$ cat src/rtl/button_gesture.sv
// ============================================================================
// Module      : button_gesture
// Description : Classifies a debounced button into short, long and double
//               presses using one shared cycle counter.
// Revision    : 1.0
// ============================================================================
`default_nettype none

module button_gesture #(
  parameter int unsigned long_threshold = 1000000,
  parameter int unsigned dbl_window     = 500000
) (
  input  logic       clk,
  input  logic       reset,
  input  logic       button_db,
  output logic       press_edge,
  output logic       short_press,
  output logic       long_press,
  output logic       double_press,
  output logic       held,
  output logic [2:0] state_o
);

  typedef enum logic [2:0] {
    S_IDLE      = 3'd0,
    S_PRESSED1  = 3'd1,
    S_LONG_HELD = 3'd2,
    S_WAIT2     = 3'd3,
    S_PRESSED2  = 3'd4
  } state_t;

  localparam logic [23:0] c_LONG_LAST = 24'(long_threshold - 1);
  localparam logic [23:0] c_DBL_LAST  = 24'(dbl_window - 1);

  state_t      r_state;
  state_t      w_state_nxt;
  logic [23:0] r_cnt;
  logic [23:0] w_cnt_nxt;
  logic        r_btn_prev;
  logic        r_press_edge;
  logic        r_short;
  logic        r_long;
  logic        r_double;
  logic        r_held;
  logic        w_press_edge_nxt;
  logic        w_short_nxt;
  logic        w_long_nxt;
  logic        w_double_nxt;
  logic        w_held_nxt;
  logic        w_rise;

  assign w_rise = button_db & ~r_btn_prev;

  always_comb begin
    w_state_nxt      = r_state;
    w_cnt_nxt        = r_cnt;
    w_press_edge_nxt = 1'b0;
    w_short_nxt      = 1'b0;
    w_long_nxt       = 1'b0;
    w_double_nxt     = 1'b0;
    w_held_nxt       = r_held;
    case (r_state)
      S_IDLE: begin
        if (w_rise) begin
          w_state_nxt      = S_PRESSED1;
          w_cnt_nxt        = 24'd0;
          w_press_edge_nxt = 1'b1;
        end
      end
      S_PRESSED1: begin
        if (button_db) begin
          if (r_cnt == c_LONG_LAST) begin
            w_state_nxt = S_LONG_HELD;
            w_long_nxt  = 1'b1;
            w_held_nxt  = 1'b1;
          end else begin
            w_cnt_nxt = r_cnt + 24'd1;
          end
        end else begin
          w_state_nxt = S_WAIT2;
          w_cnt_nxt   = 24'd0;
        end
      end
      S_LONG_HELD: begin
        if (!button_db) begin
          w_state_nxt = S_IDLE;
          w_held_nxt  = 1'b0;
        end
      end
      S_WAIT2: begin
        // A press on the timeout edge is still a double press.
        if (button_db) begin
          w_state_nxt      = S_PRESSED2;
          w_double_nxt     = 1'b1;
          w_press_edge_nxt = 1'b1;
        end else if (r_cnt == c_DBL_LAST) begin
          w_state_nxt = S_IDLE;
          w_short_nxt = 1'b1;
        end else begin
          w_cnt_nxt = r_cnt + 24'd1;
        end
      end
      S_PRESSED2: begin
        if (!button_db) begin
          w_state_nxt = S_IDLE;
        end
      end
      default: begin
        w_state_nxt = S_IDLE;
        w_cnt_nxt   = 24'd0;
        w_held_nxt  = 1'b0;
      end
    endcase
  end

  always_ff @(posedge clk) begin
    if (reset) begin
      r_state      <= S_IDLE;
      r_cnt        <= 24'd0;
      r_btn_prev   <= 1'b0;
      r_press_edge <= 1'b0;
      r_short      <= 1'b0;
      r_long       <= 1'b0;
      r_double     <= 1'b0;
      r_held       <= 1'b0;
    end else begin
      r_state      <= w_state_nxt;
      r_cnt        <= w_cnt_nxt;
      r_btn_prev   <= button_db;
      r_press_edge <= w_press_edge_nxt;
      r_short      <= w_short_nxt;
      r_long       <= w_long_nxt;
      r_double     <= w_double_nxt;
      r_held       <= w_held_nxt;
    end
  end

  assign press_edge   = r_press_edge;
  assign short_press  = r_short;
  assign long_press   = r_long;
  assign double_press = r_double;
  assign held         = r_held;
  assign state_o      = r_state;

endmodule

`default_nettype wire

$ cat config.mk
export PLATFORM = sky130hd
export DESIGN_NAME = button_gesture
export DESIGN_NICKNAME = d
export VERILOG_FILES = /design/src/rtl/button_gesture.sv
export SDC_FILE = /design/constraint.sdc
export NUM_CORES = 1
export LEC_CHECK = 0
export CAP_MARGIN = 20
export CORE_MARGIN = 2
export CORE_UTILIZATION = 35
export CTS_CLUSTER_SIZE = 30
export DETAILED_ROUTE_END_ITERATION = 8
export HOLD_SLACK_MARGIN = 0.1
export PLACE_DENSITY = 0.52
export SYNTH_ARGS = -nofsm -noshare
export SYNTH_HDL_FRONTEND = slang
export SYNTH_SLANG_ARGS = --single-unit
$ cat constraint.sdc
create_clock -name clk -period 1.89 [get_ports clk]
set_input_delay 0.378 -clock clk [delete_from_list [all_inputs] [get_ports clk]]
set_output_delay 0.378 -clock clk [all_outputs]
set_load 0.05 [all_outputs]
Word-level counts from Yosys, hierarchy flattened
Index checks and enable logic that the tools add are counted.

Flip-flop bits (word level): 33. Bits of input ports: 3. Output and inout port bits: 8. Word-level logic and storage cells: 63.

$add $sub $neg: 1. Equality and inequality tests: 16. Muxes and demuxes: 22. Bitwise logic cells: 7. Reduce and logical (&&, ||, !) cells: 9.

Operators with widths (count): $mux W24 (5); $pmux W24 S4 (1); $add A24 B1 Y24 const B (1); $eq A24 B19 Y1 const B (1); $eq A24 B20 Y1 const B (1); $mux W3 (6); $ne A2 B2 Y1 const B (7); $pmux W3 S4 (1); $ne A3 B3 Y1 const B (3); $reduce_or A3 Y1 (3); $reduce_and A4 Y1 (2); $mux W1 (7); $eq A3 B2 Y1 const B (2); $not A1 Y1 (6); $reduce_and A5 Y1 (1); $reduce_or A2 Y1 (2); $eq A3 B1 Y1 const B (1); $eq A3 B3 Y1 const B (1); $logic_not A3 Y1 (1); $pmux W1 S3 (1); $pmux W1 S2 (1); $and A1 B1 Y1 (1).

Longest topological paths before layout
Gate-level depths: netlist of run 1.

Depth after elaboration: 4. Gate-level depth with buffers: 7. Mapped depth without buffers: 6.

Worst setup path after synthesis of run 1
Ideal clock, no wire load.

Kind: reg2reg. From: register r_state[2] (netlist: state_o[2]). To: register r_cnt[22]. Setup time: 116 ps. Arrival: 2131 ps. Required time: 1774 ps. Slack: -357 ps. Cell stages (with the launch flop): 6. Buffers on the path: 0. Clock period less this slack: 2247 ps. Cells stage by stage: dfxtp_1 -> or4b_1 -> or4_4 -> o21ai_4 -> nor2_2 -> a41o_1.

Word-level cells in the longest chain between the ends: 4. Elaborated cells on any way between the ends: 13. Those cells by class: 8 x eq/ne; 1 x mux; 1 x bitwise; 3 x reduce/logical.

RTL lines: from (decl) (line 35) `state_t r_state;`; from (signal assigned) (line 127) `r_state <= w_state_nxt;`; $eq A3 B3 Y1 / $eq A3 B2 Y1 (equally long branches) (line 62) `case (r_state)`; $reduce_or A2 Y1 (no line); $not A1 Y1 (no line); $reduce_and A5 Y1 (no line); to (signal assigned) (line 128) `r_cnt <= w_cnt_nxt;`; to (decl) (line 37) `logic [23:0] r_cnt;`.

Several ways; a longest one is shown, not always the timed one. A chain may end at the register's enable or synchronous reset.

Final worst setup path of run 1
From: register r_cnt[14]. To: register r_cnt[20].

Word-level cells in the longest chain between the ends: 4. Elaborated cells on any way between the ends: 11. Those cells by class: 1 x add/sub; 4 x eq/ne; 5 x mux; 1 x reduce/logical.

RTL lines (line): $add A24 B1 Y24 (77, 100); $mux W24 (on tied branches) (96, 72); $mux W24 (on tied branches) (92, 71); $pmux W24 S4 (62).

Several ways; a longest one is shown, not always the timed one. The select of a mux whose other input is x is not followed.

==> impl_metrics.json, run 1 <==
{
  "h-tree-depth": 2,
  "synth_seq_area_share_pct": 34.2,
  "swShare_pct": 31.5,
  "synth_edf_count": 0,
  "grt_pass1_vias": 2213,
  "cts_hold_buf": 0,
  "synth_cell_type_count": 49,
  "combPwrFrac_pct": 24.0,
  "routabilityCongestion": 0.866,
  "crit_arrival_ns": 2.39,
  "fin_ws_ns": -0.310,
  "cp-end-kind": "flip-flop",
  "nFillCells": 508,
  "overflow": 0,
  "violations": "negative setup slack",
  "initial_core_util_pct": 35.8,
  "clk_latency_ns": 0.29,
  "p_sw_uw": 555,
  "grt_max_degree": 28,
  "post-route-util_pct": 55.1,
  "seqPwrFrac_pct": 41.2,
  "startpoint_type": "flip-flop",
  "root_buffer": "clkbuf_8",
  "rsz0062_at_grt": "true",
  "crit_path_max_fanout": 8,
  "place_inst": 382,
  "final_cells": 394,
  "grt_antenna_before_repair": 0,
  "pwr-share-clk_pct": 34.8,
  "period_minus_slack_ns": 2.20,
  "synth_seq_cells": 33,
  "fp-row-count": 27,
  "vias": 2303,
  "outcome": "finished with violations",
  "cts.reportedPaths.clkPinSlew_ns": 0.07,
  "wl_per_cell_um": 16.8,
  "syn-cell-area_sq_mm": 0.00193,
  "fin_nets": 325,
  "worst_pin_slew_ns": 0.498,
  "fp.dieH_um": 78.3,
  "totalWireLength_mm": 6.63,
  "dieWidth_um": 78.3,
  "p_leak_uw": 0.00113,
  "async_reset_ff_share_pct": 0,
  "synth_fp_nets": 243,
  "syn_to_final_growth_pct": 54.0,
  "hold_violations": 0,
  "ios": 11,
  "layout-drive-gt1-share_pct": 43.5,
  "hp-class": "flip-flop to flip-flop",
  "core-area_sq_mm": 0.00541,
  "required_ns": 2.08,
  "max_slew_margin_pct": 66.7,
  "setup_viol": 26,
  "power_uw": 1760,
  "cts_tree": "done",
  "path_class": "flip-flop to flip-flop",
  "num_antenna_cells": 0,
  "dp_hpwl_mm": 4.65,
  "ant_nets": 0,
  "initialDrtViolationCount": 135,
  "skew_ns": 0.00314,
  "avgViaCountPerCell": 5.85,
  "io_buffers": 10,
  "cts_sinks": 33,
  "fmax_ghz": 0.455,
  "clk_path_buf_depth": 2,
  "postSynthAreaPerCell_sq_um": 8.09,
  "syn_inst": 239,
  "synth_flop_cell": "dfxtp_1",
  "ir_drop_uv": 325,
  "yosysWarnings": 0,
  "die-area_sq_mm": 0.00613,
  "grt_pass1_wl_mm": 10.9,
  "cellPowerDensity_mw_per_mm2": 590,
  "cts_made_buffers": 5,
  "slew_violations": 0,
  "maxCapViolCount": 0,
  "drc_errors": 0,
  "first_pass_iters": 4,
  "p_int_uw": 1200,
  "period_share_pct": 116,
  "grtUsageTotal_pct": 22.3
}
[cell families (layout without fill, tap and decap cells)]
family          after synthesis  after routing  share of synthesized area [%]
simple gates                115            115                           34.6
compound gates               70             70                           26.1
flops                        33             33                           34.2
buf+inv                      20            103                           4.47
fa+ha+maj                     1              1                          0.647
[synthesized netlist by cell type, types with 2 or more instances]
library cell   n  area [sq um]
or3_1          3          18.8
nand4_1        9          56.3
and3_1         4          25.0
dfxtp_1       33           661
a211oi_1       2          15.0
a21oi_1       11          55.1
a221oi_1       2          17.5
o21a_1         2          15.0
nand3_1       11          55.1
or4_1          4          30.0
nor4_2         2          25.0
nor3_1        15          75.1
o211ai_1       2          15.0
a311oi_1       8          70.1
nand4b_1       2          17.5
a41o_1         2          20.0
clkbuf_1       7          26.3
o21ai_0       13          65.1
nor2_1        15          56.3
nor4_1         7          43.8
a31oi_1       10          62.6
buf_2          6          30.0
nand2b_1       4          25.0
inv_1          5          18.8
nor2b_1        2          12.5
nor3b_1        3          22.5
or2_2          2          12.5
or4_4          3          33.8
a32o_1         6          60.1
nand2_1       22          82.6
o31ai_1        4          30.0
[area by class of cell]
| cell class | instances | area, sq um | area share [%] |
|---|---|---|---|
| timing repair buffer | 89 | 713 | 23.9 |
| sequential | 33 | 677 | 22.7 |
| clock buffer | 7 | 96.3 | 3.24 |
| clock inverter | 1 | 5.00 | 0.168 |
| inverter | 6 | 22.5 | 0.756 |
| multi-input combinational | 186 | 1370 | 46.1 |
| tap | 72 | 90.1 | 3.03 |
[critical path, stage by stage (launching register included)]
cell	delay [ns]
dfxtp_1	0.34
or4bb_4	0.56
or4_4	0.59
o21ai_4	0.27
nor2_4	0.12
a32o_1	0.23
[power by group through the flow]
stage | logic, uW | clock network [uW] | registers [uW]
after floorplan | 198 | 0 | 764
after global placement | 381 | 0 | 741
after detailed placement | 381 | 0 | 741
after CTS | 391 | 618 | 724
after global routing | 461 | 650 | 726
final | 423 | 612 | 724
[routing by layer]
metal  up-vias  share of wire [%]  GRT usage [%]
met5         -                  0              0
met4         0                1.9           5.61
met3        11                4.0           3.33
met2        56                 49           37.7
met1      1135                 45           29.9
li1       1101                  -              -
[timing repair]
action                     CTS  global route
pin swaps                    7            12
gates resized for setup     17            19
setup endpoints to repair   26            29
setup buffers                2             2
[cells in the final DEF (no fill, tap or decap), types with 4 or more instances in the layout]
cell / n
a21oi_1: 9
buf_6: 4
nor3_2: 4
a32o_1: 6
dfxtp_2: 7
nand4_1: 9
nand2_1: 22
inv_1: 5
clkbuf_8: 7
clkdlybuf4s50_1: 7
nand2b_1: 4
nor3_1: 11
nand3_1: 9
nor2_1: 14
dfxtp_1: 24
o21ai_0: 11
buf_4: 77
or4_4: 5
a311oi_2: 5
and3_1: 4
nor4_1: 5
a31oi_1: 7
[flip-flops by register name, summed over array words and instances, names as in the netlist]
register      flops
held              1
long_press        1
double_press      1
r_cnt            24
r_btn_prev        1
short_press       1
press_edge        1
state_o           3
[per-stage QoR]
step | hold WS [ns] | TNS (ns) | setup slack, ns | instance area, sq um
after floorplan | 0.477 | -1.82 | -0.136 | 2000
after CTS | 0.505 | -5.15 | -0.271 | 2870
after global routing | 0.523 | -7.84 | -0.363 | 2980
after detailed placement | 0.486 | -7.98 | -0.397 | 2680
final | 0.500 | -6.06 | -0.310 | 2980
after global placement | 0.482 | -7.54 | -0.339 | 2680
[path summary, 6_finish.rpt]
check                                            start  cells after the start                endpoint  slack [ns]
worst max-delay path            r_cnt[14]$_SDFFE_PP0P_                      5  r_cnt[20]$_SDFFE_PP0P_       -0.31
worst min-delay path                 held$_SDFFE_PP0P_                      1       held$_SDFFE_PP0P_        0.50
worst max register to register  r_cnt[14]$_SDFFE_PP0P_                      5  r_cnt[20]$_SDFFE_PP0P_       -0.31
worst min register to register       held$_SDFFE_PP0P_                      1       held$_SDFFE_PP0P_        0.50
No activity file was read; power rests on OpenSTA's default activity.
==> run 2: changes to the inputs <==
Settings changed: CORE_UTILIZATION 35 to 50, PLACE_DENSITY 0.52 to 0.7, SETUP_SLACK_MARGIN set to 0.1.
==> run 2 against run 1 <==
The flow still finishes with violations (negative setup slack); power increased by 6.8%; clock power increased by 15%; critical path depth increased by 2; first-iteration DRC count increased by 110%; critical path type unchanged; largest cell class unchanged.
==> impl_metrics.json, run 2 (synthesis results as in run 1) <==
{
  "outcome": "finished with violations",
  "violations": "negative setup slack",
  "p_sw_uw": 570,
  "clk_path_buf_depth": 2,
  "grt_max_degree": 28,
  "layout_common_cells": "buf_4 (67), dfxtp_1 (21), nand2_1 (20)",
  "mostFrequentLayoutCell": "buf_4",
  "slowest_stage": "or4b_4",
  "ios": 11,
  "post-route-util_pct": 82.4,
  "pwr-share-clk_pct": 37.6,
  "h-tree-depth": 2,
  "grt_pass1_wl_mm": 11.2,
  "totalWireLength_mm": 7.24,
  "die-area_sq_mm": 0.00438,
  "cp-end-kind": "flip-flop",
  "clk_latency_ns": 0.30,
  "maxUsedRoutingLayer": "met4",
  "combPwrFrac_pct": 23.6,
  "reg2reg_from": "r_cnt[5]$_SDFFE_PP0P_",
  "hold-worst-slack_ns": 0.513,
  "dr_wl_met3_um": 570,
  "cts_hold_buf": 0,
  "cts_made_buffers": 5,
  "worst_pin_slew_ns": 0.497,
  "initial_core_util_pct": 52.4,
  "grt_antenna_before_repair": 0,
  "path_class": "flip-flop to flip-flop",
  "final_cells": 366,
  "max_slew_margin_pct": 66.8,
  "fmax_ghz": 0.457,
  "swShare_pct": 30.4,
  "ant_nets": 0,
  "rr_endpoint": "r_cnt[4]$_SDFFE_PP0P_",
  "dp_hpwl_mm": 4.29,
  "period_minus_slack_ns": 2.19,
  "hold_violations": 0,
  "core-area_sq_mm": 0.00369,
  "crit_arrival_ns": 2.35,
  "first_pass_iters": 5,
  "hp-class": "flip-flop to flip-flop",
  "routabilityCongestion": 0.925,
  "p_int_uw": 1310,
  "place_inst": 345,
  "avgViaCountPerCell": 6.60,
  "dieWidth_um": 66.2,
  "worstRegToRegCells": 7,
  "io_buffers": 10,
  "fp-row-count": 22,
  "cts.reportedPaths.clkPinSlew_ns": 0.08,
  "layout-drive-gt1-share_pct": 44.3,
  "fin_tns_setup_ns": -6.00,
  "initialDrtViolationCount": 286,
  "required_ns": 2.06,
  "syn_to_final_growth_pct": 57.2,
  "skew_ns": 0.0155,
  "largest_reg_flops": 24,
  "wl_per_cell_um": 19.8,
  "setup_viol": 26,
  "rsz0062_at_grt": "true",
  "crit_path_max_fanout": 3,
  "startpoint_type": "flip-flop",
  "cts_tree": "done",
  "p_leak_uw": 0.00119,
  "period_share_pct": 116,
  "fin_ws_ns": -0.298,
  "overflow": 0,
  "worstHoldPathCells": 1,
  "path_cells": "buf_6 -> or4b_4 -> or4_4 -> o21ai_4 -> buf_6 -> o31a_1 -> a311oi_1",
  "vias": 2416,
  "cts_sinks": 33,
  "holdPathEnd": "held$_SDFFE_PP0P_",
  "drc_errors": 0,
  "top_register": "r_cnt",
  "wl_met2_mm": 3.48,
  "reg2reg_slack_ns": -0.30,
  "fp.dieH_um": 66.2,
  "slew_violations": 0,
  "max_stage_delay_ns": 0.52,
  "grtUsageTotal_pct": 33.5,
  "maxCapViolCount": 0,
  "root_buffer": "clkbuf_8",
  "fin_nets": 321,
  "seqPwrFrac_pct": 38.8,
  "met1_length_mm": 2.85,
  "cellPowerDensity_mw_per_mm2": 618,
  "num_antenna_cells": 0,
  "grt_pass1_vias": 2265,
  "ir_drop_uv": 414,
  "cp_common_cell": "buf_6",
  "min_from": "held$_SDFFE_PP0P_"
}
-- run 2: per-layer routing --
layer / global-route usage (%) / up-vias
met5: 0 / -
met4: 15.8 / 0
li1: - / 1092
met1: 41.0 / 1122
met3: 5.79 / 40
met2: 56.6 / 162
-- run 2: power by group through the flow --
| stage | clock, uW | sequential, uW | combinational, uW |
|---|---|---|---|
| final | 706 | 729 | 443 |
| after global placement | 0 | 740 | 354 |
| after detailed placement | 0 | 740 | 361 |
| after floorplan | 0 | 764 | 205 |
| after global routing | 745 | 729 | 468 |
| after CTS | 705 | 725 | 406 |
-- run 2: worst max-delay path by stage --
stage | slack (ns) | cells after the start | to | startpoint
6_report | -0.30 | 7 | r_cnt[4]$_SDFFE_PP0P_ | r_cnt[5]$_SDFFE_PP0P_
3_3_place_gp | -0.35 | 6 | r_cnt[16]$_SDFFE_PP0P_ | button_db
2_1_floorplan | -0.14 | 5 | r_cnt[15]$_SDFFE_PP0P_ | r_cnt[13]$_SDFFE_PP0P_
3_5_place_dp | -0.39 | 6 | r_cnt[16]$_SDFFE_PP0P_ | button_db
5_1_grt | -0.34 | 6 | r_cnt[4]$_SDFFE_PP0P_ | r_cnt[13]$_SDFFE_PP0P_
4_1_cts | -0.22 | 5 | r_cnt[20]$_SDFFE_PP0P_ | r_cnt[6]$_SDFFE_PP0P_
-- run 2: through the flow --
step | worst slack (ns) | total power [uW] | instance area (sq um)
after detailed placement | -0.385 | 1100 | 2580
after floorplan | -0.136 | 969 | 2020
after global routing | -0.337 | 1940 | 3040
after CTS | -0.223 | 1840 | 2880
after global placement | -0.353 | 1090 | 2580
final | -0.298 | 1880 | 3040
-- run 2: timing repair --
action,in CTS,in global routing
endpoints found under the setup margin,31,31
pin swaps,17,15
buffers inserted,8,5
resized for setup,35,19
-- run 2: critical path, delay by kind of cell, from the launching register on --
kind                   cells  cell delay [ns]
flip-flops                 1             0.34
AND/OR/NAND/NOR            2             1.02
AO/OA/AOI/OAI              3             0.43
buffers and inverters      2             0.27
-- run 2: area by class of cell --
cell class	instances	area, sq um
clock buffer	7	86.3
clock inverter	1	30.0
fill	225	651
inverter	6	22.5
multi-input combinational	186	1440
sequential	33	681
tap	48	60.1
timing repair buffer	85	716
==> run 3: changes to the inputs <==
Settings changed: CORE_MARGIN 2 to not set.
==> run 3 against run 2 <==
The flow still finishes with violations (negative setup slack); register-to-register slack improved by 0.04 ns; non-clock buffer count fell by 3; sequential cell count did not move; clock power fell by 14%; hold slack got worse by 0.010 ns; first-iteration DRC count fell by 9.4%; die area fell by 6.0%; combinational power rose by 3%; highest routed layer unchanged.
==> impl_metrics.json, run 3 (synthesis results as in run 1) <==
{
  "final_cells": 363,
  "cellPowerDensity_mw_per_mm2": 600,
  "h-tree-depth": 2,
  "first_pass_iters": 4,
  "ant_nets": 0,
  "wl_per_cell_um": 18.2,
  "fin_ws_ns": -0.261,
  "setup_viol": 27,
  "cp_common_cell": "buf_6",
  "syn_to_final_growth_pct": 54.4,
  "io_buffers": 10,
  "top_register": "r_cnt",
  "avgViaCountPerCell": 6.34,
  "die-area_sq_mm": 0.00412,
  "seqPwrFrac_pct": 40.6,
  "max_slew_margin_pct": 66.1,
  "p_sw_uw": 572,
  "initial_core_util_pct": 52.4,
  "ios": 11,
  "crit_family": "simple AND/OR/NAND/NOR gates",
  "grt_pass1_vias": 2184,
  "initialDrtViolationCount": 259,
  "mostFrequentLayoutCell": "buf_4",
  "reg2reg_slack_ns": -0.26,
  "place_inst": 350,
  "grt_antenna_before_repair": 0,
  "vias": 2303,
  "cts_sinks": 33,
  "grtUsageTotal_pct": 33.9,
  "fp.dieH_um": 64.2,
  "max_stage_delay_ns": 0.55,
  "p_int_uw": 1220,
  "fin_tns_setup_ns": -4.44,
  "outcome": "finished with violations",
  "totalWireLength_mm": 6.62,
  "maxCapViolCount": 0,
  "fp-row-count": 22,
  "skew_ns": 0.00749,
  "cp-end-kind": "flip-flop",
  "cts_tree": "done",
  "critical_path_buf_inv_count": 2,
  "clk_latency_ns": 0.29,
  "slew_violations": 0,
  "hp-class": "flip-flop to flip-flop",
  "startpoint_type": "flip-flop",
  "cts.reportedPaths.clkPinSlew_ns": 0.07,
  "violations": "negative setup slack",
  "drc_errors": 0,
  "period_minus_slack_ns": 2.15,
  "p_leak_uw": 0.00122,
  "cts_made_buffers": 5,
  "dp_hpwl_mm": 4.37,
  "root_buffer": "clkbuf_8",
  "grt_pass1_wl_mm": 10.7,
  "layout_common_cells": "buf_4 (67), dfxtp_1 (25), nand2_1 (21)",
  "fin_nets": 318,
  "largest_reg_flops": 24,
  "overflow": 0,
  "ir_drop_uv": 493,
  "path_class": "flip-flop to flip-flop",
  "required_ns": 2.06,
  "crit_arrival_ns": 2.32,
  "swShare_pct": 31.9,
  "post-route-util_pct": 80.9,
  "fmax_ghz": 0.465,
  "layout-drive-gt1-share_pct": 44.1,
  "num_antenna_cells": 0,
  "clk_path_buf_depth": 2,
  "core-area_sq_mm": 0.00369,
  "pwr-share-clk_pct": 33.9,
  "cts_hold_buf": 0,
  "hold-worst-slack_ns": 0.503,
  "worst_pin_slew_ns": 0.507,
  "slowest_stage": "or4_4",
  "rsz0062_at_grt": "true",
  "combPwrFrac_pct": 25.4,
  "routabilityCongestion": 0.898,
  "crit_path_max_fanout": 3,
  "hold_violations": 0,
  "dieWidth_um": 64.2,
  "grt_max_degree": 28,
  "path_cells": "buf_6 -> or4b_4 -> or4_4 -> o21ai_4 -> buf_6 -> o31a_1 -> a311oi_2",
  "period_share_pct": 114
}
==> run 3: changes by cell type in the layout (fill, tap and decap cells not counted), moves of 3 or more <==
cell,before,now
a21oi_1,9,6
a31oi_4,4,0
dfxtp_2,10,7
buf_6,9,5
a21oi_2,2,5
dfxtp_1,21,25
a31oi_1,5,8
==> run 3: worst register-to-register path, delay by kind of cell (launching register included) <==
kind	cells	cell delay [ns]
buffers and inverters	2	0.24
DFF	1	0.34
AOI/OAI and AO/OA	3	0.42
and+or+nand+nor	2	1.02
==> run 3: what timing repair did <==
action | CTS | global route
pin swaps | 18 | 14
buffers inserted | 3 | 2
endpoints found under the setup margin | 30 | 33
resized for setup | 37 | 21
==> run 3: worst paths after layout <==
path / from / end / cells past startpoint
min reg2reg: held$_SDFFE_PP0P_ / held$_SDFFE_PP0P_ / 1
max reg2reg: r_cnt[8]$_SDFFE_PP0P_ / r_cnt[4]$_SDFFE_PP0P_ / 7
max: r_cnt[8]$_SDFFE_PP0P_ / r_cnt[4]$_SDFFE_PP0P_ / 7
min: held$_SDFFE_PP0P_ / held$_SDFFE_PP0P_ / 1
==> run 3: per-layer routing <==
metal	wire length [um]	track usage [%]
met4	133	11.9
met5	0	0
met2	3280	57.8
met3	334	5.54
met1	2870	43.0
==> run 3: per-stage QoR <==
step	total power (uW)	instance area [sq um]	worst slack, ns
floorplan	969	2020	-0.136
global placement	1100	2590	-0.346
detailed placement	1100	2590	-0.496
CTS	1740	2850	-0.198
global route	1850	2990	-0.285
finish	1790	2990	-0.261
==> run 3: power by group through the flow <==
| stage | Sequential (uW) | Combinational [uW] | Clock [uW] |
|---|---|---|---|
| 2_1_floorplan | 764 | 205 | 0 |
| 3_3_place_gp | 738 | 360 | 0 |
| 3_5_place_dp | 738 | 365 | 0 |
| 4_1_cts | 726 | 406 | 610 |
| 5_1_grt | 729 | 477 | 641 |
| 6_report | 728 | 456 | 608 |
==> run 3: final cells by class <==
type	instances	area (sq um)
multi-input cells	186	1440
clock inverters	1	5.00
clock buffers	7	96.3
fillers	248	703
inverters	6	22.5
repair buffers	82	687
well taps	48	60.1
flip-flops and latches	33	673
